### src/rtl/uart_globals_pkg.sv
// Shared UART types: frame-format encodings, tx FSM states and small frame-timing helpers.
package uart_globals_pkg;

  typedef enum logic [3:0] {
    FIVE_BIT  = 4'd5,
    SIX_BIT   = 4'd6,
    SEVEN_BIT = 4'd7,
    EIGHT_BIT = 4'd8,
    NINE_BIT  = 4'd9
  } uart_type_e;

  typedef enum logic {EVEN_PARITY = 1'b0, ODD_PARITY = 1'b1} parity_e;

  typedef enum logic [1:0] {
    STOP_BIT_ONE_HALF = 2'd0,
    STOP_BIT_ONE      = 2'd1,
    STOP_BIT_TWO      = 2'd2
  } stop_bit_e;

  typedef enum logic {LSB_FIRST = 1'b0, MSB_FIRST = 1'b1} shift_direction_e;

  typedef enum logic [4:0] {
    OVS_2  = 5'd2,  OVS_4  = 5'd4,  OVS_6  = 5'd6,  OVS_8  = 5'd8,
    OVS_10 = 5'd10, OVS_12 = 5'd12, OVS_14 = 5'd14, OVS_16 = 5'd16
  } oversampling_e;

  typedef enum logic [2:0] {IDLE, START, DATA, PARITY, STOP} uart_tx_state_e;

  // Length of the stop period in oversample ticks.
  function automatic int stop_ticks(input logic [1:0] sb, input logic [4:0] ovs);
    int o;
    o = int'(ovs);
    case (sb)
      STOP_BIT_ONE_HALF: stop_ticks = o + o / 2;
      STOP_BIT_TWO:      stop_ticks = 2 * o;
      default:           stop_ticks = o;
    endcase
  endfunction

endpackage

### src/rtl/uart_baud_tick_gen.sv
// Divisor counter: one tick every div cycles (0 behaves as 1); clear holds it at phase zero.
module uart_baud_tick_gen #(
  parameter int DIV_WIDTH = 16
) (
  input  logic                 pclk,
  input  logic                 areset,
  input  logic                 clear,
  input  logic [DIV_WIDTH-1:0] div,
  output logic                 tick
);

  logic [DIV_WIDTH-1:0] cnt, last;

  assign last = (div == '0) ? '0 : div - 1'b1;
  assign tick = !clear && (cnt == last);

  always_ff @(posedge pclk or negedge areset) begin
    if (!areset)            cnt <= '0;
    else if (clear || tick) cnt <= '0;
    else                    cnt <= cnt + 1'b1;
  end

endmodule

### src/rtl/uart_tx_serializer.sv
// UART transmit engine: latches one character plus frame format per handshake and
// serialises start, data, optional parity and stop bits on tx.
module uart_tx_serializer
  import uart_globals_pkg::*;
#(
  parameter int CHAR_LENGTH      = 8,
  parameter int DIV_WIDTH        = 16,
  parameter int MAX_OVERSAMPLING = 16
) (
  input  logic                   pclk,
  input  logic                   areset,
  input  logic [DIV_WIDTH-1:0]   cfg_baud_div,
  input  logic [3:0]             cfg_data_bits,
  input  logic                   cfg_parity_en,
  input  logic                   cfg_parity,
  input  logic [1:0]             cfg_stop_bits,
  input  logic [4:0]             cfg_oversampling,
  input  logic                   cfg_msb_first,
  input  logic                   tx_valid,
  input  logic [CHAR_LENGTH-1:0] tx_data,
  output logic                   tx_ready,
  output logic                   tx,
  output logic                   busy,
  output logic                   frame_done,
  output logic                   cfg_err
);

  localparam int BCW = $clog2(MAX_OVERSAMPLING * 2 + 1);

  uart_tx_state_e         state, state_nxt;
  logic [DIV_WIDTH-1:0]   div_q;
  logic [3:0]             nbits_q, bit_idx;
  logic                   par_en_q, par_bit;
  logic [1:0]             stop_q;
  logic [4:0]             ovs_q;
  logic [CHAR_LENGTH-1:0] sr, mask, data_m, data_rev, data_sh;
  logic [BCW-1:0]         bit_cnt, bit_len;
  logic                   tick, bit_end, accept, cfg_ok, tick_clear;

  assign accept   = tx_valid && tx_ready;
  assign tx_ready = (state == IDLE) && !cfg_err;
  assign busy     = !tx_ready;

  assign cfg_ok = (cfg_data_bits >= 4'd5) && (int'(cfg_data_bits) <= CHAR_LENGTH)
               && !cfg_oversampling[0] && (cfg_oversampling >= 5'd2)
               && (int'(cfg_oversampling) <= MAX_OVERSAMPLING)
               && (cfg_stop_bits != 2'd3);

  // MSB-first frames are bit-reversed at accept so the datapath always shifts right.
  always_comb begin
    mask     = '0;
    data_rev = '0;
    for (int i = 0; i < CHAR_LENGTH; i++) mask[i] = (i < int'(cfg_data_bits));
    data_m = tx_data & mask;
    for (int i = 0; i < CHAR_LENGTH; i++) data_rev[i] = data_m[CHAR_LENGTH-1-i];
    data_sh = cfg_msb_first ? (data_rev >> (CHAR_LENGTH - int'(cfg_data_bits))) : data_m;
  end

  assign tick_clear = (state == IDLE);

  uart_baud_tick_gen #(.DIV_WIDTH(DIV_WIDTH)) u_tick (
    .pclk  (pclk),
    .areset(areset),
    .clear (tick_clear),
    .div   (div_q),
    .tick  (tick)
  );

  always_comb begin
    bit_len = BCW'(int'(ovs_q) - 1);
    if (state == STOP) bit_len = BCW'(stop_ticks(stop_q, ovs_q) - 1);
  end
  assign bit_end = tick && (bit_cnt == bit_len);

  always_ff @(posedge pclk or negedge areset) begin
    if (!areset) state <= IDLE;
    else         state <= state_nxt;
  end

  always_comb begin
    state_nxt = state;
    case (state)
      IDLE:    if (accept && cfg_ok) state_nxt = START;
      START:   if (bit_end) state_nxt = DATA;
      DATA:    if (bit_end && bit_idx == nbits_q - 4'd1) state_nxt = par_en_q ? PARITY : STOP;
      PARITY:  if (bit_end) state_nxt = STOP;
      STOP:    if (bit_end) state_nxt = IDLE;
      default: state_nxt = IDLE;
    endcase
  end

  always_comb begin
    case (state)
      START:   tx = 1'b0;
      DATA:    tx = sr[0];
      PARITY:  tx = par_bit;
      default: tx = 1'b1;
    endcase
  end

  always_ff @(posedge pclk or negedge areset) begin
    if (!areset) begin
      div_q      <= '0;
      nbits_q    <= '0;
      par_en_q   <= 1'b0;
      par_bit    <= 1'b0;
      stop_q     <= '0;
      ovs_q      <= '0;
      sr         <= '0;
      bit_cnt    <= '0;
      bit_idx    <= '0;
      frame_done <= 1'b0;
      cfg_err    <= 1'b0;
    end else begin
      frame_done <= (state == STOP) && bit_end;
      cfg_err    <= accept && !cfg_ok;
      if (accept) begin
        div_q    <= cfg_baud_div;
        nbits_q  <= cfg_data_bits;
        par_en_q <= cfg_parity_en;
        par_bit  <= (^data_m) ^ cfg_parity;
        stop_q   <= cfg_stop_bits;
        ovs_q    <= cfg_oversampling;
        sr       <= data_sh;
      end
      if (state == IDLE)  bit_cnt <= '0;
      else if (tick)      bit_cnt <= bit_end ? '0 : bit_cnt + 1'b1;
      if (state == IDLE) bit_idx <= '0;
      else if (state == DATA && bit_end) begin
        bit_idx <= bit_idx + 4'd1;
        sr      <= sr >> 1;
      end
    end
  end

endmodule

### config.mk
export PLATFORM = sky130hd
export DESIGN_NAME = uart_tx_serializer
export DESIGN_NICKNAME = d
export VERILOG_FILES = /design/src/rtl/uart_globals_pkg.sv /design/src/rtl/uart_baud_tick_gen.sv /design/src/rtl/uart_tx_serializer.sv
export SDC_FILE = /design/constraint.sdc
export NUM_CORES = 1
export LEC_CHECK = 0
export BUFFER_PORTS_ARGS = -buffer_cell sky130_fd_sc_hd__buf_2
export CELL_PAD_IN_SITES_DETAIL_PLACEMENT = 1
export CELL_PAD_IN_SITES_GLOBAL_PLACEMENT = 1
export CORE_MARGIN = 1
export CORE_UTILIZATION = 45
export DETAILED_ROUTE_END_ITERATION = 10
export HOLD_SLACK_MARGIN = 0.06
export PLACE_DENSITY_LB_ADDON = 0.1
export SYNTH_ARGS = -nofsm -noshare
export SYNTH_HDL_FRONTEND = slang
export SYNTH_SLANG_ARGS = --single-unit
### constraint.sdc
create_clock -name pclk -period 7.1 [get_ports pclk]
set_input_delay 0.71 -clock pclk [delete_from_list [all_inputs] [get_ports pclk]]
set_output_delay 0.71 -clock pclk [all_outputs]
set_load 0.1 [all_outputs]
==> summary.md, run 1 <==
| Metric | Value |
|---|---|
| Critical path required time | `7320 ps` |
| Port Buffers | `45` |
| Reg2Reg Setup Slack | `2680 ps` |
| Reg2Reg Launch Point | `ovs_q[0]` |
| Die W | `111.8 µm` |
| Crit-path slowest cell | `nor4b_4` |
| Leakage power | `0.002676 µW` |
| I/O pins | `46` |
| Critical Path Sink | `sr[2]` |
| Vias | `4685` |
| Peak VDD IR | `145.8 µV` |
| Final setup vio count | `0` |
| Worst path bufs/invs | `1` |
| DRT Pass-1 Iters | `4` |
| Post-synth top cells | `dfrtp_1, nor2_1, nand2_1, xnor2_1, mux2_2` |
| H-tree levels | `3` |
| Clk buf depth | `2` |
| Mapped Area | `5426 µm²` |
| Clock Latency Late Sink | `340 ps` |
| Layout cell share with drive strength beyond 1 | `0.1968` |
| FILL cells | `1364` |
| Initial drt markers | `197` |
| Total core area | `11560 µm²` |
| Grt total ovfl | `0` |
| Initial core utilization | `0.4692` |
| WL per Instance | `18.52 µm` |
| Vias per Instance | `6.061` |
| Tightest Hold Check Type | `flop to flop` |
| Final ANT Viol Nets | `0` |
| Status | `complete, no violations` |
| PostCTS Resize Cnt | `0` |
| Slew @ Worst Pin | `978.8 ps` |
| DRT Wirelength | `14320 µm` |
| CTS tree | `yes` |
| Worst Path Arrival | `4640 ps` |
| Critical Path Sink Type | `flop` |
| CP startpoint | `ovs_q[0]` |
| Number of flops mapped to enable cells by yosys | `0` |
| Dpl hpwl | `10620 µm` |
| Fin nets | `686` |
| Die Ht | `111.8 µm` |
| # DRC | `0` |
| CP startpoint kind | `flop` |
| MaxCap Viol Count | `0` |
| Kind of critical path | `flop to flop` |
| CTS Hold Bufs | `0` |
| End of the worst register-to-register path | `sr[2]` |
| Flops & latches, synth | `68` |
| Total CTS buffers | `9` |
| Number of global-route vias before repair | `4878` |
| Mapped Avg Cell Area | `9.014 µm²` |
| Layout area overhead | `10.91%` |
| Clk_skew | `10.54 ps` |
| Slew Viols, Final | `0` |
| Synth async-reset ratio | `1.000` |
| Top-area cell type share of the netlist area | `0.3136` |
| Fmax | `226.4 MHz` |
| Clock sink total | `68` |
| First-pass GRT wire length | `24320 µm` |
| Worst path cell trace | `ha_1, inv_1, fa_1, nor2b_1, nor3_1, a21oi_1, ha_1, or3_1, o221ai_1, or3_1, nor4b_1, or2_1, o211a_1, nor4b_4, mux2_4` |
| Part of the Yosys area used for sequential elements | `0.3136` |
| Setup_tns | `0 ps` |
| Reg2reg path depth | `15` |
| Main synth FF type | `dfrtp_1` |
| PwrDens | `156.6 nW/µm²` |
| Period utilisation layout | `0.6222` |
| Dominant cell by count in the synthesized netlist | `dfrtp_1` |
| Largest net degree at the start of global routing | `69` |
| Initial antenna violation count | `0` |
| Hold Vio Cnt, Final | `0` |
| Root buf cell | `clkbuf_16` |
| Area leader, netlist | `dfrtp_1` |
| Setup Fix Bufs, Post-CTS | `0` |
| WP depth | `15` |
| Synth area leaders | `dfrtp_1, mux2_2, xnor2_1` |
| Total power | `942.4 µW` |
| Distinct cells, synth | `80` |
| Min-delay src | `par_bit` |
| Minimum clock period | `4418 ps` |
| Synth Warn # | `0` |
| Crit path max-delay family | `simple AND/OR/NAND/NOR gates` |
| Diodes inserted | `0` |
| Die area | `12500 µm²` |
| Syn nets | `663` |
| CP peak stage delay | `670 ps` |
| Clk slew on worst S/H paths | `60 ps` |
| Relative max-transition margin | `0.3451` |
| Cell count after synthesis | `602` |
| FP Rows | `39` |
| RSZ-0062 raised after global routing | `no` |
| CP max FO | `9` |
| Total track usage | `0.2437` |
| Gpl congestion | `0.8561` |
-- where the power goes --
group | internal, µW | switching [µW]
clock | 309 | 179
combinational | 25.6 | 41.4
sequential | 388 | 0
total | 722 | 220
-- layout by cell type (no fill, tap or decap), types with 20 or more instances in the layout --
master,n
nand3_1,22
nor2_1,51
inv_1,20
xnor2_1,34
o21ai_0,27
mux2_2,29
nand2_1,39
dfrtp_1,68
buf_2,45
-- layout make-up --
type / instances / area, µm² / area share
well taps: 143 / 178.9 / 0.02973
inverters: 20 / 75.07 / 0.01247
clock buffers: 9 / 225.2 / 0.03742
multi-input cells: 479 / 3498 / 0.5813
flip-flops and latches: 68 / 1702 / 0.2827
repair buffers: 47 / 240.2 / 0.03992
clock inverters: 7 / 98.84 / 0.01642
-- through the flow --
step / cell area (µm²) / std cells / setup slack, ps / hold slack (ps) / util
finish: 6018 / 773 / 2682 / 486.2 / 0.5204
floorplan: 5426 / 602 / 3244 / 414.4 / -
global placement: 5694 / 757 / 2959 / 468.3 / 0.4924
detailed placement: 5694 / 757 / 2723 / 480.9 / 0.4924
global route: 6018 / 773 / 2418 / 520.4 / 0.5204
CTS: 6018 / 773 / 2718 / 494.7 / 0.5204
-- layer usage --
layer | routed length, µm | global-route usage | up-vias
met4 | 199 | 0.07297 | 0
met2 | 6972 | 0.4099 | 61
li1 | - | - | 2242
met5 | 0 | 0 | -
met3 | 349 | 0.03538 | 16
met1 | 6796 | 0.3240 | 2366
-- kinds of logic (layout without fill, tap and decap cells) --
group,count (synthesis),in the layout,share of synthesized area
multiplexers,46,46,0.09799
AND/OR/NAND/NOR,235,235,0.2460
adder cells (fa/ha/maj),20,20,0.04750
flip-flops,68,68,0.3136
AO/OA/AOI/OAI,124,124,0.1628
XOR/XNOR,54,54,0.08992
buffers and inverters,55,83,0.04220
-- worst min path at each step --
stage | to | cells after the start
2_1_floorplan | bit_cnt[0] | 0
3_3_place_gp | par_bit | 2
3_5_place_dp | par_bit | 2
4_1_cts | par_bit | 2
5_1_grt | par_bit | 2
6_report | par_bit | 2
-- registers in the layout (all words and copies together) (netlist names) --
name	count
nbits_q	4
state	3
u_tick.cnt	16
par_en_q	1
ovs_q	5
frame_done	1
bit_cnt	6
bit_idx	4
sr	8
cfg_err	1
par_bit	1
div_q	16
stop_q	2
-- worst register-to-register path, delay by kind of cell (launching register included) --
family | cells | cell delay, ps
AO/OA/AOI/OAI | 3 | 450
buffers and inverters | 1 | 70
AND/OR/NAND/NOR | 7 | 2000
adder cells (fa/ha/maj) | 3 | 950
multiplexers | 1 | 360
flip-flops | 1 | 490
Power figures use the tool's default switching activity.
==> inputs of run 2 (changes only) <==
==> constraint.sdc (replaced) <==
create_clock -name pclk -period 4.3 [get_ports pclk]
set_input_delay 0.43 -clock pclk [delete_from_list [all_inputs] [get_ports pclk]]
set_output_delay 0.43 -clock pclk [all_outputs]
set_load 0.1 [all_outputs]
==> summary.md, run 2 (synthesized netlist as in run 1, its figures left out) <==
| Metric | Value |
|---|---|
| Status | `complete, no violations` |
| Kind of critical path | `flop to flop` |
| CTS Hold Bufs | `0` |
| Vias | `4650` |
| Clk slew on worst S/H paths | `50 ps` |
| Initial drt markers | `201` |
| H-tree levels | `3` |
| Worst Path Arrival | `4180 ps` |
| Period utilisation layout | `0.9241` |
| # DRC | `0` |
| Tightest Hold Check Type | `input port to async pin` |
| Initial antenna violation count | `0` |
| Hold Vio Cnt, Final | `0` |
| Reg2Reg Launch Point | `ovs_q[1]` |
| Fmax | `251.7 MHz` |
| PwrDens | `254.8 nW/µm²` |
| Clock Latency Late Sink | `330 ps` |
| Vias per Instance | `5.985` |
| Total power | `1543 µW` |
| FP Rows | `39` |
| Relative max-transition margin | `0.2594` |
| Dpl hpwl | `10930 µm` |
| Slew Viols, Final | `0` |
| Layout cell share with drive strength beyond 1 | `0.2035` |
| Initial core utilization | `0.4692` |
| Fin nets | `690` |
| Commonest non-fill, non-tap cells in the layout | `dfrtp_1, nor2_1, buf_2` |
| Total core area | `11560 µm²` |
| Critical Path Sink Type | `flop` |
| Leakage power | `0.002692 µW` |
| Grt total ovfl | `0` |
| Setup_tns | `0 ps` |
| Clk_skew | `8.302 ps` |
| Total CTS buffers | `9` |
| MaxCap Viol Count | `0` |
| Final ANT Viol Nets | `0` |
| Slew @ Worst Pin | `1111 ps` |
| Port Buffers | `45` |
| CP startpoint kind | `flop` |
| Final setup vio count | `0` |
| Die Ht | `111.8 µm` |
| I/O pins | `46` |
| DRT Wirelength | `14390 µm` |
| Gpl congestion | `0.9087` |
| Clock sink total | `68` |
| RSZ-0062 raised after global routing | `no` |
| Number of global-route vias before repair | `4832` |
| Diodes inserted | `0` |
| Critical path required time | `4510 ps` |
| CTS tree | `yes` |
| Biggest registers after layout | `div_q: 16 flops, u_tick.cnt: 16 flops, sr: 8 flops` |
| DRT Pass-1 Iters | `4` |
| Die W | `111.8 µm` |
| WL per Instance | `18.52 µm` |
| CP startpoint | `ovs_q[1]` |
| Largest net degree at the start of global routing | `51` |
| Commonest non-fill, non-tap cell in the layout | `dfrtp_1` |
| Clk buf depth | `2` |
| Minimum clock period | `3974 ps` |
| First-pass GRT wire length | `24720 µm` |
| Total track usage | `0.2489` |
| Die area | `12500 µm²` |
| Layout area overhead | `11.60%` |
| Peak VDD IR | `188.4 µV` |
| Root buf cell | `clkbuf_16` |
| CP max FO | `8` |
-- run 2: what timing repair did --
item	CTS	global route
endpoints found under the setup margin	0	11
buffers inserted	0	0
resized for setup	0	3
-- run 2: critical path, stage by stage, from the launching register on --
cell and delay [ps]:
dfrtp_2 450, ha_1 220, inv_1 80, fa_1 410, nor2b_1 170, nor3_2 200, a21oi_1 70, ha_1 310
mux2i_1 200, xnor2_1 110, a211o_1 280, nor4b_2 250, or2_1 140, o211a_1 210, nor4b_4 210, buf_4 230
mux2_4 320
-- run 2: per-stage QoR --
step,setup slack (ps),std cells,hold WS [ps],util,cell area [µm²]
3_5_place_dp,279.5,761,503.0,0.4950,5724
6_report,326.5,777,308.7,0.5236,6056
5_1_grt,60.14,777,320.9,0.5236,6056
3_3_place_gp,408.5,761,466.8,0.4950,5724
4_1_cts,172.9,777,317.3,0.5226,6043
2_1_floorplan,444.2,602,134.4,-,5426
-- run 2: final timing paths --
| kind | endpoint | slack [ps] | cells past startpoint |
|---|---|---|---|
| min | u_tick.cnt[8] | 310 | 1 |
| max in group asynchronous | div_q[5] | 3080 | 2 |
| min reg2reg | sr[0] | 510 | 1 |
| max reg2reg | sr[5] | 330 | 16 |
| min in group pclk | div_q[11] | 330 | 2 |
| max | sr[5] | 330 | 16 |
-- run 2: metal layers --
layer / up-vias / track usage / wire length [µm]
met1: 2323 / 0.3419 / 6996
met3: 14 / 0.03974 / 303
met4: 0 / 0.07027 / 173
met5: - / 0 / 0
met2: 53 / 0.4050 / 6920
li1: 2260 / - / -
-- run 2: area by class of cell --
type                       instances  area [µm²]
clock buffer                      12       246.5
clock inverter                     4       72.57
fill                            1356        5509
inverter                          20       75.07
multi-input combinational        479        3510
sequential                        68        1703
tap                              143       178.9
timing repair buffer              51       270.3
-- run 2: report_power, final --
group | switching (µW) | total, µW | internal, µW
Sequential | 0 | 640 | 640
Clock | 269 | 792 | 523
Combinational | 68.5 | 111 | 42.4
==> inputs of run 3 (changes only) <==
==> constraint.sdc (replaced) <==
create_clock -name pclk -period 4.3 [get_ports pclk]
set_input_delay 0.86 -clock pclk [delete_from_list [all_inputs] [get_ports pclk]]
set_output_delay 0.86 -clock pclk [all_outputs]
set_load 0.1 [all_outputs]
==> summary.md, run 3 (synthesized netlist as in run 1, its figures left out) <==
| Metric | Value |
|---|---|
| Commonest non-fill, non-tap cell in the layout | `dfrtp_1` |
| Finished Core Util | `0.5232` |
| Initial antenna violation count | `0` |
| # DRC | `0` |
| Gpl congestion | `0.8799` |
| Initial core utilization | `0.4692` |
| Design Area, Final | `6051 µm²` |
| Hold Vio Cnt, Final | `0` |
| Slew @ Worst Pin | `976.6 ps` |
| Root buf cell | `clkbuf_16` |
| Setup Fix Bufs, Post-CTS | `0` |
| Die W | `111.8 µm` |
| Final setup vio count | `0` |
| Minimum clock period | `4008 ps` |
| Clock sink total | `68` |
| PwrDens | `251.4 nW/µm²` |
| Largest net degree at the start of global routing | `51` |
| Clk buf depth | `2` |
| Relative max-transition margin | `0.3466` |
| Die area | `12500 µm²` |
| Period utilisation layout | `0.9322` |
| Grt total ovfl | `0` |
| Dpl hpwl | `10640 µm` |
| First-pass GRT wire length | `24540 µm` |
| Worst Path Arrival | `4230 ps` |
| Number of global-route vias before repair | `4869` |
| Biggest registers after layout | `div_q: 16 flops, u_tick.cnt: 16 flops, sr: 8 flops` |
| Clock Latency Late Sink | `340 ps` |
| Leakage power | `0.002697 µW` |
| RSZ-0062 raised after global routing | `no` |
| Die Ht | `111.8 µm` |
| FILL cells | `1368` |
| Diodes inserted | `0` |
| Reg area | `1702 µm²` |
| Fin cells | `778` |
| DRT Pass-1 Iters | `4` |
| Initial drt markers | `309` |
| Status | `complete, no violations` |
| Clk_skew | `5.029 ps` |
| PostCTS Resize Cnt | `0` |
| Layout area overhead | `11.51%` |
| WL per Instance | `18.38 µm` |
| Tightest Hold Check Type | `input port to async pin` |
| Peak VDD IR | `167.9 µV` |
| I/O pins | `46` |
| Clk slew on worst S/H paths | `60 ps` |
| Vias per Instance | `6.035` |
| CP startpoint kind | `flop` |
| Reg2Reg Setup Slack | `290 ps` |
| Final ANT Viol Nets | `0` |
| Critical path required time | `4520 ps` |
| Setup_tns | `0 ps` |
| FP Rows | `39` |
| MaxCap Viol Count | `0` |
| DRT Wirelength | `14300 µm` |
| Reg2reg path depth | `16` |
| CTS tree | `yes` |
| Port Buffers | `45` |
| Fin nets | `691` |
| Kind of critical path | `flop to flop` |
| Placed Area | `5732 µm²` |
| Critical Path Sink Type | `flop` |
| Footprint of the multi-input gates | `3505 µm²` |
| CTS Hold Bufs | `0` |
| Vias | `4695` |
| H-tree levels | `3` |
| Placed Cells incl. Taps | `762` |
| Fmax | `249.5 MHz` |
| Total CTS buffers | `9` |
| Total track usage | `0.2458` |
| Layout cell share with drive strength beyond 1 | `0.2047` |
| Commonest non-fill, non-tap cells in the layout | `dfrtp_1, nor2_1, buf_2` |
| Slew Viols, Final | `0` |
| CP max FO | `8` |
| Total core area | `11560 µm²` |
[run 3: cell count changes in the layout (fill, tap and decap cells not counted), sizes merged]
cell,delta
clkbuf,-1
clkinv,+2
bufinv,-1
buf,+1
[run 3: path summary, 6_finish.rpt]
| path | from | endpoint |
|---|---|---|
| max | ovs_q[1] | sr[6] |
| min | areset | u_tick.cnt[6] |
| max reg2reg | ovs_q[1] | sr[6] |
| min reg2reg | par_bit | par_bit |
| max in group asynchronous | areset | sr[5] |
| min in group pclk | par_bit | par_bit |
[run 3: layout make-up]
type / count / area share
clock buffer: 11 / 0.04177
clock inverter: 5 / 0.009926
multi-input combinational: 479 / 0.5792
timing repair buffer: 52 / 0.04591
inverter: 20 / 0.01241
tap: 143 / 0.02957
sequential: 68 / 0.2812
[run 3: power breakdown]
group | internal, µW | leakage, µW | switching [µW]
combinational | 42.9 | 0.00161 | 67.3
sequential | 640 | 0.000931 | 0
clock | 481 | 0.000152 | 290
[run 3: worst max-delay path, stage by stage (launching register included)]
cell      delay [ps]
dfrtp_1          440
ha_1             230
inv_1             70
fa_1             420
nor2b_1          150
nor3_1           210
a21oi_1           70
ha_1             250
or3_1            350
o221ai_1         170
or3_1            160
nor4b_2          240
or2_1            140
o211a_1          210
nor4b_4          210
buf_4            240
mux2_4           320
[run 3: stage by stage]
step                total power, µW  setup slack (ps)  hold WS, ps
CTS                            1538             192.8        479.2
finish                         1521             291.5        471.1
global placement              760.1             410.2        466.2
global route                   1576             32.61        501.5
detailed placement            763.4             255.2        480.9
floorplan                     712.3             444.2        450.2
[run 3: metal layers]
metal,part of all wire,global-route usage
met1,0.47,0.3381
met2,0.49,0.4050
met3,0.026,0.03157
met4,0.011,0.07027
met5,0,0
